[config.mk]
export PLATFORM = sky130hd
export DESIGN_NAME = neuron_mac_ctrl_flat
export DESIGN_NICKNAME = d
export VERILOG_FILES = /design/src/rtl/neuron_mac_ctrl_pkg.sv /design/src/rtl/neuron_mac_ctrl_if.sv /design/src/rtl/neuron_mac_ctrl_fxp_saturate.sv /design/src/rtl/neuron_mac_ctrl.sv /design/src/flat_wrapper.sv
export SDC_FILE = /design/constraint.sdc
export NUM_CORES = 1
export LEC_CHECK = 0
export BUFFER_PORTS_ARGS = -buffer_cell sky130_fd_sc_hd__buf_2
export CAP_MARGIN = 25
export CORE_ASPECT_RATIO = 0.7
export CORE_MARGIN = 1
export CORE_UTILIZATION = 55
export CTS_BUF_LIST = sky130_fd_sc_hd__clkbuf_8
export DETAILED_ROUTE_END_ITERATION = 8
export GPL_TIMING_DRIVEN = 0
export PLACE_DENSITY = 0.8
export SYNTH_ARGS = -nofsm -noshare
export SYNTH_HDL_FRONTEND = slang
export SYNTH_HIERARCHICAL = 1
export SYNTH_SLANG_ARGS = --single-unit
[constraint.sdc]
create_clock -name clk -period 4.2 [get_ports clk]
set_input_delay 0.42 -clock clk [delete_from_list [all_inputs] [get_ports clk]]
set_output_delay 0.42 -clock clk [all_outputs]
set_load 0.01 [all_outputs]
[src/rtl/neuron_mac_ctrl_pkg.sv]
// Shared fixed-point / neuron-controller package (nn_fxp_pkg).
// Holds the default Q-format sizing, the controller FSM encodings and the
// saturation limits that the MAC controller and activation blocks share.
package nn_fxp_pkg;

    // Default Q-format and datapath sizing (Q8.8 operands, 40-bit accumulator).
    localparam int Q_DATA_W   = 16;
    localparam int Q_FRAC_W   = 8;
    localparam int Q_ACC_W    = 40;
    localparam int Q_ADDR_W   = 10;
    localparam int Q_MULT_LAT = 3;

    // Controller FSM encodings, kept as plain constants for legacy netlists.
    localparam logic [2:0] IDLE  = 3'd0;
    localparam logic [2:0] CLEAR = 3'd1;
    localparam logic [2:0] ISSUE = 3'd2;
    localparam logic [2:0] DRAIN = 3'd3;
    localparam logic [2:0] DONE  = 3'd4;

    // Saturation limits for the default result width.
    localparam logic [Q_DATA_W-1:0] SAT_MAX = 16'h7FFF;
    localparam logic [Q_DATA_W-1:0] SAT_MIN = 16'h8000;

endpackage

[src/rtl/neuron_mac_ctrl_if.sv]
// Bus bundle between the layer scheduler / RAMs / DSP multiplier and the
// neuron MAC controller. The controller takes the slave view; the
// environment (scheduler, RAMs, multiplier) takes the master view.
interface neuron_mac_ctrl_if
    import nn_fxp_pkg::*;
#(
    parameter int DATA_W = Q_DATA_W,
    parameter int ADDR_W = Q_ADDR_W
);
    // Scheduler handshake
    logic                start;
    logic [ADDR_W-1:0]   len;
    logic                busy;
    logic                done;
    logic [DATA_W-1:0]   result;
    logic                overflow;
    // Input / weight RAM read port
    logic                rd_en;
    logic [ADDR_W-1:0]   x_addr;
    logic [ADDR_W-1:0]   w_addr;
    logic [DATA_W-1:0]   x_data;
    logic [DATA_W-1:0]   w_data;
    // External pipelined multiplier
    logic                mult_ce;
    logic                mult_sclr;
    logic [DATA_W-1:0]   mult_a;
    logic [DATA_W-1:0]   mult_b;
    logic [2*DATA_W-1:0] mult_p;

    modport slave (
        input  start, len, x_data, w_data, mult_p,
        output busy, done, result, overflow, rd_en, x_addr, w_addr,
               mult_ce, mult_sclr, mult_a, mult_b
    );

    modport master (
        output start, len, x_data, w_data, mult_p,
        input  busy, done, result, overflow, rd_en, x_addr, w_addr,
               mult_ce, mult_sclr, mult_a, mult_b
    );

endinterface

[src/rtl/neuron_mac_ctrl_fxp_saturate.sv]
// fxp_saturate: rescales a wide signed accumulator from Q(2*FRAC_W) back to
// Q(FRAC_W) with an arithmetic shift (rounds toward -inf) and clamps it to
// the signed DATA_W range. Purely combinational; shared with activation blocks.
module fxp_saturate
    import nn_fxp_pkg::*;
#(
    parameter int ACC_W  = Q_ACC_W,
    parameter int DATA_W = Q_DATA_W,
    parameter int FRAC_W = Q_FRAC_W
) (
    input  logic signed [ACC_W-1:0] acc,
    output logic        [DATA_W-1:0] result,
    output logic                     overflow
);

    logic signed [ACC_W-1:0]  shifted;
    logic        [ACC_W-DATA_W:0] hi_bits;

    // Shift, then clamp when the bits above the result sign are not a pure sign extension.
    always_comb begin
        shifted  = acc >>> FRAC_W;
        hi_bits  = shifted[ACC_W-1:DATA_W-1];
        overflow = !((&hi_bits) || (~|hi_bits));
        if (!overflow)
            result = shifted[DATA_W-1:0];
        else if (shifted[ACC_W-1])
            result = {1'b1, {(DATA_W-1){1'b0}}};
        else
            result = {1'b0, {(DATA_W-1){1'b1}}};
    end

endmodule

[src/rtl/neuron_mac_ctrl.sv]
// neuron_mac_ctrl: sequences an external pipelined signed multiplier to
// compute one neuron dot product sum(x[i]*w[i]) over len terms, fetching
// operands from the input/weight RAMs and returning a saturated Q result.
// A valid pipe of depth 1+MULT_LAT tracks each issued term from RAM read
// through the multiplier; its tail bit marks the product to accumulate.
module neuron_mac_ctrl
    import nn_fxp_pkg::*;
#(
    parameter int DATA_W   = Q_DATA_W,
    parameter int FRAC_W   = Q_FRAC_W,
    parameter int ACC_W    = Q_ACC_W,
    parameter int ADDR_W   = Q_ADDR_W,
    parameter int MULT_LAT = Q_MULT_LAT
) (
    input logic              clk,
    input logic              rst,
    neuron_mac_ctrl_if.slave bus
);

    logic [2:0]              state;
    logic [2:0]              state_nxt;
    logic [ADDR_W-1:0]       len_q;
    logic [ADDR_W-1:0]       addr;
    logic [MULT_LAT:0]       vpipe;
    logic signed [ACC_W-1:0] acc;
    logic signed [ACC_W-1:0] acc_nxt;
    logic [DATA_W-1:0]       result_q;
    logic                    overflow_q;
    logic [DATA_W-1:0]       sat_result;
    logic                    sat_overflow;
    logic                    last_issue;
    logic                    tail;
    logic                    pipe_busy;

    assign last_issue = (addr == len_q - ADDR_W'(1));
    assign tail       = vpipe[MULT_LAT];
    // Terms still in the RAM-data stage or inside the multiplier need ce.
    assign pipe_busy  = |vpipe[MULT_LAT-1:0];

    // Accumulator input: add the sign-extended product when the tail term arrives.
    always_comb begin
        acc_nxt = acc;
        if (tail)
            acc_nxt = acc + $signed({{(ACC_W-2*DATA_W){bus.mult_p[2*DATA_W-1]}}, bus.mult_p});
    end

    // Saturated result of the accumulator including the product landing this cycle,
    // so it can be registered on the same edge that enters DONE.
    fxp_saturate #(
        .ACC_W  (ACC_W),
        .DATA_W (DATA_W),
        .FRAC_W (FRAC_W)
    ) u_sat (
        .acc      (acc_nxt),
        .result   (sat_result),
        .overflow (sat_overflow)
    );

    // Next-state decode for the IDLE/CLEAR/ISSUE/DRAIN/DONE sequence.
    always_comb begin
        // NOTE: default the output before the case so every path assigns it and no latch is inferred.
        state_nxt = state;
        case (state)
            IDLE:    if (bus.start) state_nxt = (bus.len == '0) ? DONE : CLEAR;
            CLEAR:   state_nxt = ISSUE;
            ISSUE:   if (last_issue) state_nxt = DRAIN;
            DRAIN:   if (tail && !pipe_busy) state_nxt = DONE;
            DONE:    state_nxt = IDLE;
            default: state_nxt = IDLE;
        endcase
    end

    // State register; reset aborts any operation without producing done.
    always_ff @(posedge clk or posedge rst) begin
        // NOTE: sequential logic uses non-blocking assignments so all registers see pre-edge values.
        if (rst)
            state <= IDLE;
        else
            state <= state_nxt;
    end

    // Operand address, valid pipe, accumulator and held result.
    always_ff @(posedge clk or posedge rst) begin
        // NOTE: every datapath register, accumulator and valid pipe included, is reset so an
        // aborted run leaves no stale term behind; there is no memory array in this block.
        if (rst) begin
            len_q      <= '0;
            addr       <= '0;
            vpipe      <= '0;
            acc        <= '0;
            result_q   <= '0;
            overflow_q <= 1'b0;
        end else begin
            vpipe <= {vpipe[MULT_LAT-1:0], (state == ISSUE)};

            if (state == IDLE && bus.start)
                len_q <= bus.len;

            if (state == CLEAR) begin
                acc  <= '0;
                addr <= '0;
            end else begin
                acc <= acc_nxt;
                if (state == ISSUE && !last_issue)
                    addr <= addr + ADDR_W'(1);
            end

            if (state_nxt == DONE) begin
                if (state == DRAIN) begin
                    result_q   <= sat_result;
                    overflow_q <= sat_overflow;
                end else begin
                    result_q   <= '0;
                    overflow_q <= 1'b0;
                end
            end
        end
    end

    assign bus.busy      = (state != IDLE);
    assign bus.done      = (state == DONE);
    assign bus.result    = result_q;
    assign bus.overflow  = overflow_q;
    assign bus.rd_en     = (state == ISSUE);
    assign bus.x_addr    = addr;
    assign bus.w_addr    = addr;
    // CLEAR also needs ce so the clear reaches every multiplier stage.
    assign bus.mult_ce   = pipe_busy || (state == CLEAR);
    assign bus.mult_sclr = (state == CLEAR);
    assign bus.mult_a    = bus.x_data;
    assign bus.mult_b    = bus.w_data;

endmodule
[src/flat_wrapper.sv]
// flat-port wrapper written by rule: the top's interface ports become plain ports
module neuron_mac_ctrl_flat import nn_fxp_pkg::*;
#(
    parameter int DATA_W   = Q_DATA_W,
    parameter int FRAC_W   = Q_FRAC_W,
    parameter int ACC_W    = Q_ACC_W,
    parameter int ADDR_W   = Q_ADDR_W,
    parameter int MULT_LAT = Q_MULT_LAT
)
  (clk, rst, bus_start, bus_len, bus_x_data, bus_w_data, bus_mult_p, bus_busy, bus_done, bus_result, bus_overflow, bus_rd_en, bus_x_addr, bus_w_addr, bus_mult_ce, bus_mult_sclr, bus_mult_a, bus_mult_b);
  neuron_mac_ctrl_if #(.DATA_W(DATA_W), .ADDR_W(ADDR_W)) bus_i ();
  input logic clk;
  input logic rst;
  input wire logic [$bits(bus_i.start)-1:0] bus_start;
  input wire logic [$bits(bus_i.len)-1:0] bus_len;
  input wire logic [$bits(bus_i.x_data)-1:0] bus_x_data;
  input wire logic [$bits(bus_i.w_data)-1:0] bus_w_data;
  input wire logic [$bits(bus_i.mult_p)-1:0] bus_mult_p;
  output wire logic [$bits(bus_i.busy)-1:0] bus_busy;
  output wire logic [$bits(bus_i.done)-1:0] bus_done;
  output wire logic [$bits(bus_i.result)-1:0] bus_result;
  output wire logic [$bits(bus_i.overflow)-1:0] bus_overflow;
  output wire logic [$bits(bus_i.rd_en)-1:0] bus_rd_en;
  output wire logic [$bits(bus_i.x_addr)-1:0] bus_x_addr;
  output wire logic [$bits(bus_i.w_addr)-1:0] bus_w_addr;
  output wire logic [$bits(bus_i.mult_ce)-1:0] bus_mult_ce;
  output wire logic [$bits(bus_i.mult_sclr)-1:0] bus_mult_sclr;
  output wire logic [$bits(bus_i.mult_a)-1:0] bus_mult_a;
  output wire logic [$bits(bus_i.mult_b)-1:0] bus_mult_b;
  assign bus_i.start = bus_start;
  assign bus_i.len = bus_len;
  assign bus_i.x_data = bus_x_data;
  assign bus_i.w_data = bus_w_data;
  assign bus_i.mult_p = bus_mult_p;
  assign bus_busy = bus_i.busy;
  assign bus_done = bus_i.done;
  assign bus_result = bus_i.result;
  assign bus_overflow = bus_i.overflow;
  assign bus_rd_en = bus_i.rd_en;
  assign bus_x_addr = bus_i.x_addr;
  assign bus_w_addr = bus_i.w_addr;
  assign bus_mult_ce = bus_i.mult_ce;
  assign bus_mult_sclr = bus_i.mult_sclr;
  assign bus_mult_a = bus_i.mult_a;
  assign bus_mult_b = bus_i.mult_b;
  neuron_mac_ctrl #(.DATA_W(DATA_W), .FRAC_W(FRAC_W), .ACC_W(ACC_W), .ADDR_W(ADDR_W), .MULT_LAT(MULT_LAT)) u_core (.clk(clk), .rst(rst), .bus(bus_i));
endmodule
* Word-level counts from Yosys, hierarchy flattened
Cells that the tools add are included.
Storage, ports and cells: register bits after elaboration 84, output and inout bits 74
Cells by class: add/sub/neg operators 3, equal/unequal tests 6, multiplexer cells 13, reduce and logical (&&, ||, !) cells 17
Operators with widths (number):
- $mux 40 | 2
- $mux 16 | 3
- $add 40x32->40 | 1
- $mux 10 | 2
- $reduce_and 17->1 | 1
- $reduce_or 17->1 | 1
- $mux 3 | 4
- $pmux 3 s4 | 1
- $add 10x1->10 const B | 1
- $eq 10x10->1 | 1
- $logic_not 10->1 | 1
- $sub 10x1->10 const B | 1
- $eq 3x2->1 const B | 2
- $eq 3x3->1 const B | 2
- $logic_not 1->1 | 4
- $reduce_bool 2->1 | 2
- $eq 3x1->1 const B | 1
- $logic_and 1x1->1 | 3
- $logic_not 3->1 | 1
- $reduce_bool 3->1 | 1
- $reduce_or 3->1 | 1
- $logic_or 1x1->1 | 2
- $mux 1 | 1

* Longest topological paths before layout
Gate-level depths: netlist of run 1.
word-level depth 7, depth in mapped cells 17

* Hierarchy
The synthesis of run 1 kept the hierarchy.
By module, submodules not included:
- neuron_mac_ctrl | cells each 767, times used 1, area an instance 6596.3 µm²
- fxp_saturate | cells each 31, times used 1, area an instance 264.0 µm²

* Worst setup path before layout of run 1
OpenSTA, ideal clock, no wires.
kind input-to-reg, start input bus_mult_p[0], end register u_core.result_q[7], in the netlist u_core/bus.result[7], path slack 0.466 ns, buffers on the path 1, data required time 4.117 ns, arrival time 3.651 ns, stages 17, library setup time 0.083 ns, path through ha_1 -> inv_1 -> fa_1 -> nand2b_1 -> a211oi_1 -> o2111ai_1 -> nand3b_1 -> o21ai_1 -> o31ai_1 -> mux2_1 -> nand2_1 -> nand4_1 -> o41ai_4 -> buf_6 -> a21o_1 -> nand3_1 -> o21ai_0
Between the ends: word-level cells in the longest chain between the ends 7
Ends and longest elaborated chain:
- from (decl) | line flat_wrapper.sv:18 | input wire logic [$bits(bus_i.mult_p)-1:0] bus_mult_p;
- $add 40x32->40 * | line neuron_mac_ctrl.sv:44 | acc_nxt = acc + $signed({{(ACC_W-2*DATA_W){bus.mult_p[2*DATA_W-1]}}, bus.mult_p});
- $mux 40 * | line neuron_mac_ctrl.sv:43 | if (tail)
- named net u_core.acc_nxt[38] | line neuron_mac_ctrl.sv:26 | logic signed [ACC_W-1:0] acc_nxt;
- $reduce_or 17->1 | line neuron_mac_ctrl_fxp_saturate.sv:23 | overflow = !((&hi_bits) || (~|hi_bits));
- $logic_not 1->1 | line neuron_mac_ctrl_fxp_saturate.sv:23
- $logic_or 1x1->1 * | line neuron_mac_ctrl_fxp_saturate.sv:23
- $mux 16 * | line neuron_mac_ctrl_fxp_saturate.sv:24 | if (!overflow)
- named net u_core.sat_result[7] | line neuron_mac_ctrl.sv:29 | logic [DATA_W-1:0] sat_result;
- $mux 16 * | line neuron_mac_ctrl.sv:109 | if (state == DRAIN) begin
- to (signal assigned) | line neuron_mac_ctrl.sv:110 | result_q <= sat_result;
- to (decl) | line neuron_mac_ctrl.sv:27 | logic [DATA_W-1:0] result_q;
Mark *: on every way through the listed nets, which the timed path passes. The rest lies on a longest branch. The select of a mux whose other input is x is not followed. A chain may end at the register's enable or synchronous reset.

* Final worst setup path of run 1
start register u_core.acc[22], end register u_core.result_q[7], in the netlist u_core/bus.result[7]
Between the ends: word-level cells in the longest chain between the ends 7
Ends and longest elaborated chain:
- from (decl) | line neuron_mac_ctrl.sv:25 | logic signed [ACC_W-1:0] acc;
- from (signal assigned) | line neuron_mac_ctrl.sv:103 | acc <= acc_nxt;
- $add 40x32->40 * | line neuron_mac_ctrl.sv:44
- $mux 40 * | line neuron_mac_ctrl.sv:43
- named net u_core.acc_nxt[31] | line neuron_mac_ctrl.sv:26
- $reduce_or 17->1 | line neuron_mac_ctrl_fxp_saturate.sv:23
- $logic_not 1->1 | line neuron_mac_ctrl_fxp_saturate.sv:23
- $logic_or 1x1->1 * | line neuron_mac_ctrl_fxp_saturate.sv:23
- $mux 16 * | line neuron_mac_ctrl_fxp_saturate.sv:24
- named net u_core.sat_result[7] | line neuron_mac_ctrl.sv:29
- $mux 16 * | line neuron_mac_ctrl.sv:109
Marked as above.

==> results.cfg, run 1 <==
[layout]
final_layout_size_suffix_gt1_share_pct = 26.8
areaGrowthSynthToFinish_pct = 17.6
final_common_cell = buf_2
nets = 1053
final_util_pct = 67.6
layout.cells.most_common_list = 118 x buf_2, 84 x dfrtp_1, 69 x nand2_1, 48 x buf_4, 47 x a21oi_1
diodes = 0
fillers = 994
stdcell_count = 1096

[setup_path]
cpMaxStageDelayCell = a2111oi_1
cp-endpoint = u_core/bus.result[7]
rr_worst_depth = 16
cp_max_fo = 10
path_cells = ha_1 > clkbuf_1 > a21o_1 > o21bai_1 > a2111oi_1 > o21ai_1 > a31oi_2 > o21ai_1 > mux2_2 > nand2_1 > nand4_1 > o41ai_4 > buf_6 > a21o_1 > nand3_1 > o21ai_0
crit_type = reg -> reg
r2r-start = u_core/acc[22]
crit_buf_inv = 2
cp.depth = 16
r2r_end = u_core/bus.result[7]
worstSetupStartpoint = u_core/acc[22]
critPathCaptureType = flop
slowest_delay_ns = 0.45
cp_top_family = compound AO/OA/AOI/OAI gates
required_ns = 4.48
start_kind = flop
r2r_slack_ns = 0.07
worst-endpoint-arrival_ns = 4.41

[sta]
finalWorstPathRequiredPeriod_ns = 4.13
fin_skew_ns = 0.0191
finalSetupViolCount = 0
period_share_pct = 98.3
slew_violations = 0
fmax_mhz = 242
final_hold_viol_count = 0
setup-tns-final_ns = 0
slew_headroom_pct = 44.6
tightest_slew_ns = 0.824

[power]
p_leak_nw = 3.81
power.total_mw = 6.80
vdd_drop_max_v = 0.000394
power.density_nw_per_um2 = 843

[synth]
synth_top_flop_cell = dfrtp_1
netlist_area_um2 = 6860
async_reset_ff_share_pct = 100
synth-edff-count = 0
synth_warnings = 6
synthDistinctLibCells = 69
synth_area_per_cell_um2 = 8.60
syn_nets = 917
synthCells = 798
ys_seq_area_share_pct = 30.6
synth-seq-cells = 84

[routing]
viasPerCell = 6.04
dr.pass1.iters = 5
routedWlPerCell_um = 17.3
drtIter0Drc = 765
vias = 6622
ant_nets = 0
totalWireLength_mm = 18.9
route.detailed.drc = 0

[die]
start_util_pct = 57.5
std_cell_rows = 33
core_um2 = 11900
dieArea_um2 = 12900
die_x_um = 135
die_h_um = 95.4
io_pins = 151

[cts]
h-tree-depth = 3
cts-root-buf = clkbuf_8
clock_sinks = 84
insertion_delay_ns = 0.38
clkTransAtPathRegs_ns = 0.10
numCtsBuffers = 9
clockBufferDepth = 2
cts_tree = built

[worst_hold_path]
worstHoldStart = bus_len[1]
min_path_type = in -> reg

[placed_design]
io_buffers = 118
place.gp.congestion = 0.940
place_hpwl_mm = 14.4
placedCellCount = 1074

[run_status]
status = complete, no violations

[global_routing]
grt_usage_pct = 30.0
grt_pass1_wl_mm = 29.4
grt_pass1_vias = 5741
antenna_found_initial = 0
grt_max_degree = 69
grt-ovfl-total = 0

[run]
max_cap_viol_count = 0
[synth_stat cells, drive strengths merged (31+ instances only)]
| cell | n | area share [%] |
|---|---|---|
| ha | 41 | 7.5 |
| o21ai | 44 | 3.2 |
| a21o | 41 | 4.6 |
| dfrtp | 84 | 31 |
| nand3 | 34 | 2.5 |
| nor2 | 46 | 2.5 |
| a21oi | 50 | 3.8 |
| buf | 48 | 5.3 |
| mux2 | 32 | 5.3 |
| and2 | 31 | 2.8 |
| inv | 33 | 1.8 |
| nand2 | 69 | 3.8 |
[routing by layer]
layer,global-route usage [%],routed length [µm]
met5,0,0
met1,43.8,8720
met2,45.0,8050
met3,6.80,1930
met4,6.46,250
[stage by stage]
step	area, µm²	hold slack [ns]	worst slack (ns)
final	8070	0.266	0.0719
after global routing	8070	0.275	-0.0253
after CTS	7940	0.258	0.0290
after detailed placement	7680	0.359	-0.573
after global placement	7650	0.359	-0.549
after floorplan	6860	0.355	0.466
[state kept, by name, indices dropped and copies added, names as in the netlist]
signal,cells
u_core/acc,40
u_core/bus.overflow,1
u_core/bus.result,16
u_core/bus.w_addr,10
u_core/len_q,10
u_core/state,3
u_core/vpipe,4
[worst register-to-register path, delay by kind of cell (launching register included)]
family / cells / cell delay (ns)
AND/OR/NAND/NOR: 3 / 0.49
buffers and inverters: 2 / 0.38
flip-flops: 1 / 0.40
AO/OA/AOI/OAI: 9 / 2.22
multiplexers: 1 / 0.30
adder cells (fa/ha/maj): 1 / 0.27
[how the worst min path moves through the flow]
stage	end	slack, ns	depth (start not counted)
after floorplan	u_core/vpipe[3]	0.35	0
after global placement	u_core/vpipe[3]	0.36	0
after detailed placement	u_core/vpipe[3]	0.36	0
after CTS	u_core/len_q[1]	0.26	3
after global routing	u_core/len_q[0]	0.27	3
final	u_core/len_q[1]	0.27	3
[cells by family after synthesis]
logic type | count (synthesis) | synth area share (%)
buffers and inverters | 109 | 8.59
AOI/OAI and AO/OA | 211 | 20.9
DFF | 84 | 30.6
adders and majority gates | 42 | 7.77
muxes | 40 | 6.66
and+or+nand+nor | 274 | 20.6
xor gates and xnor gates | 38 | 4.85
[power breakdown]
part	internal (mW)	switching, mW	total, mW	leakage [nW]
registers	1.18	0.304	1.48	1.03
clock network	0.235	0.322	0.557	0.0893
logic	2.08	2.68	4.76	2.69
total	3.49	3.31	6.80	3.81
[what timing repair did]
action,CTS,global route
pin swaps,2,4
hold buffers,1,0
endpoints found under the hold margin,16,0
endpoints found under the setup margin,15,16
setup buffers,2,4
gates resized for setup,9,17
[layout make-up]
cell class	instances	area, µm²	area share, %
Sequential cell	84	2100	26.1
Inverter	33	126	1.57
Clock buffer	10	138	1.71
Tap cell	157	196	2.44
Multi-Input combinational cell	605	4320	53.6
Buffer	75	462	5.72
Clock inverter	6	46.3	0.574
Timing Repair Buffer	126	673	8.35
No activity file was read; power rests on OpenSTA's default activity.
==> run 2, diff against run 1 <==
- REMOVE_ABC_BUFFERS: not set -> 1
==> results.cfg, run 2 (synthesis gave the netlist of run 1 again) <==
[run_status]
status = complete, no violations

[setup_path]
cpMaxStageDelayCell = nor4_2
cpMostUsedCell = nand3_1
cp_top_family = compound AO/OA/AOI/OAI gates
slowest_delay_ns = 0.45
path_cells = ha_1 > nand3_1 > a211oi_4 > o211ai_1 > a21boi_2 > o21ai_2 > o31ai_4 > xor2_1 > mux2_2 > nor4_2 > a41oi_4 > buf_4 > a21o_1 > nand3_1 > o21ai_0
required_ns = 4.45
crit_type = reg -> reg
worst-endpoint-arrival_ns = 4.31
start_kind = flop
crit_buf_inv = 1
r2r_end = u_core/bus.result[5]
r2r_slack_ns = 0.14
critPathCaptureType = flop
rr_worst_depth = 15
r2r-start = u_core/acc[5]
cp_max_fo = 9

[routing]
vias = 6077
totalWireLength_mm = 18.3
viasPerCell = 6.14
dr.pass1.iters = 5
routedWlPerCell_um = 18.5
ant_nets = 0
drtIter0Drc = 457
route.detailed.drc = 0

[layout]
diodes = 0
layout.cells.most_common_list = 86 x buf_2, 83 x dfrtp_1, 69 x nand2_1, 47 x a21oi_1, 46 x nor2_1
final_util_pct = 63.3
largest_register_ffs = 40
regMostFlops = u_core/acc
final_common_cell = buf_2
final_layout_size_suffix_gt1_share_pct = 21.2
nets = 946
final_cell_area_um2 = 7550
areaGrowthSynthToFinish_pct = 10.0
stdcell_count = 989

[sta]
period_share_pct = 96.6
final_hold_viol_count = 0
fmax_mhz = 246
slew_headroom_pct = 38.6
finalWorstPathRequiredPeriod_ns = 4.06
slew_violations = 0
fin_skew_ns = 0.0167
tightest_slew_ns = 0.918
finalSetupViolCount = 0

[cts]
cts-root-buf = clkbuf_8
clock_sinks = 84
clockBufferDepth = 2
cts_tree = built
clkTransAtPathRegs_ns = 0.10
numCtsBuffers = 9
cts_hold_buffers = 0
h-tree-depth = 3
insertion_delay_ns = 0.38

[placed_design]
place_hpwl_mm = 13.4
place.gp.congestion = 0.952
io_buffers = 86
placed_area_um2 = 7160
placedCellCount = 971

[power]
power.density_nw_per_um2 = 886
p_leak_nw = 3.46
vdd_drop_max_v = 0.000468

[die]
core_um2 = 11900
std_cell_rows = 33
die_h_um = 95.4
die_x_um = 135
io_pins = 151
start_util_pct = 57.5
dieArea_um2 = 12900

[global_routing]
grt-ovfl-total = 0
grt_usage_pct = 29.3
grt_pass1_vias = 5578
grt_pass1_wl_mm = 29.2
antenna_found_initial = 0
grt_max_degree = 47

[run]
max_cap_viol_count = 0

[worst_hold_path]
min_path_type = in -> async
==> run 2: cell count changes in the layout (fill, tap and decap cells not counted), moves of 2 or more <==
cell      previous run  this run
buf_2              118        86
buf_16               1         3
buf_12               0         2
buf_6                3         1
buf_1                3         0
buf_4               48         2
clkbuf_1            27         0
==> run 2: worst register-to-register path: cells and delay by family, from the launching register on <==
| kind | cells | cell delay [ns] |
|---|---|---|
| adder cells (fa/ha/maj) | 1 | 0.36 |
| buffers and inverters | 1 | 0.24 |
| AO/OA/AOI/OAI | 8 | 1.82 |
| XOR/XNOR | 1 | 0.10 |
| AND/OR/NAND/NOR | 3 | 0.73 |
| flip-flops | 1 | 0.39 |
| multiplexers | 1 | 0.31 |
==> run 2: worst max-delay path by stage <==
stage,slack (ns),from,to,depth (start not counted)
after floorplan,0.28,bus_mult_p[6],u_core/bus.result[0],14
after global placement,-0.88,u_core/vpipe[3],u_core/bus.result[4],7
after detailed placement,-0.58,bus_mult_p[0],u_core/bus.result[3],17
after CTS,0.03,u_core/acc[0],u_core/bus.result[14],17
after global routing,-0.05,u_core/acc[5],u_core/bus.result[8],15
final,0.14,u_core/acc[5],u_core/bus.result[5],15
==> run 2: final cells by class <==
class,count,area (µm²)
Multi-Input combinational cell,605,4340
Tap cell,157,196
Fill cell,1016,4380
Clock buffer,10,138
Sequential cell,84,2100
Clock inverter,6,70.1
Inverter,33,126
Timing Repair Buffer,94,579
==> run 2: power by group <==
part           switching, mW  total [mW]  internal (mW)
Clock                  0.336       0.632          0.297
Combinational           2.55        4.55           2.00
Sequential             0.327        1.51           1.18
==> run 2: stage by stage <==
stage / setup TNS [ns] / setup WS [ns] / hold WS, ns / power [mW]
global placement: -12.98 / -0.876 / 0.361 / 5.49
floorplan: 0 / 0.280 / 0.355 / 4.65
finish: 0 / 0.141 / 0.0919 / 6.69
CTS: 0 / 0.0253 / 0.0940 / 6.43
global route: -0.250 / -0.0462 / 0.117 / 7.18
detailed placement: -8.21 / -0.579 / 0.365 / 5.65
==> run 2: metal layers <==
metal | vias to the layer above | part of all wire, % | GRT usage [%]
met2 | 303 | 40 | 40.4
li1 | 2892 | - | -
met4 | 0 | 1.1 | 7.49
met1 | 2866 | 48 | 42.8
met5 | - | 0 | 3.57
met3 | 16 | 11 | 9.89
==> run 2: timing repair <==
item	4_1_cts	5_1_grt
gates resized for setup	9	16
buffers inserted	1	1
setup endpoints to repair	15	16
pin swaps	1	6
gates cloned	0	0
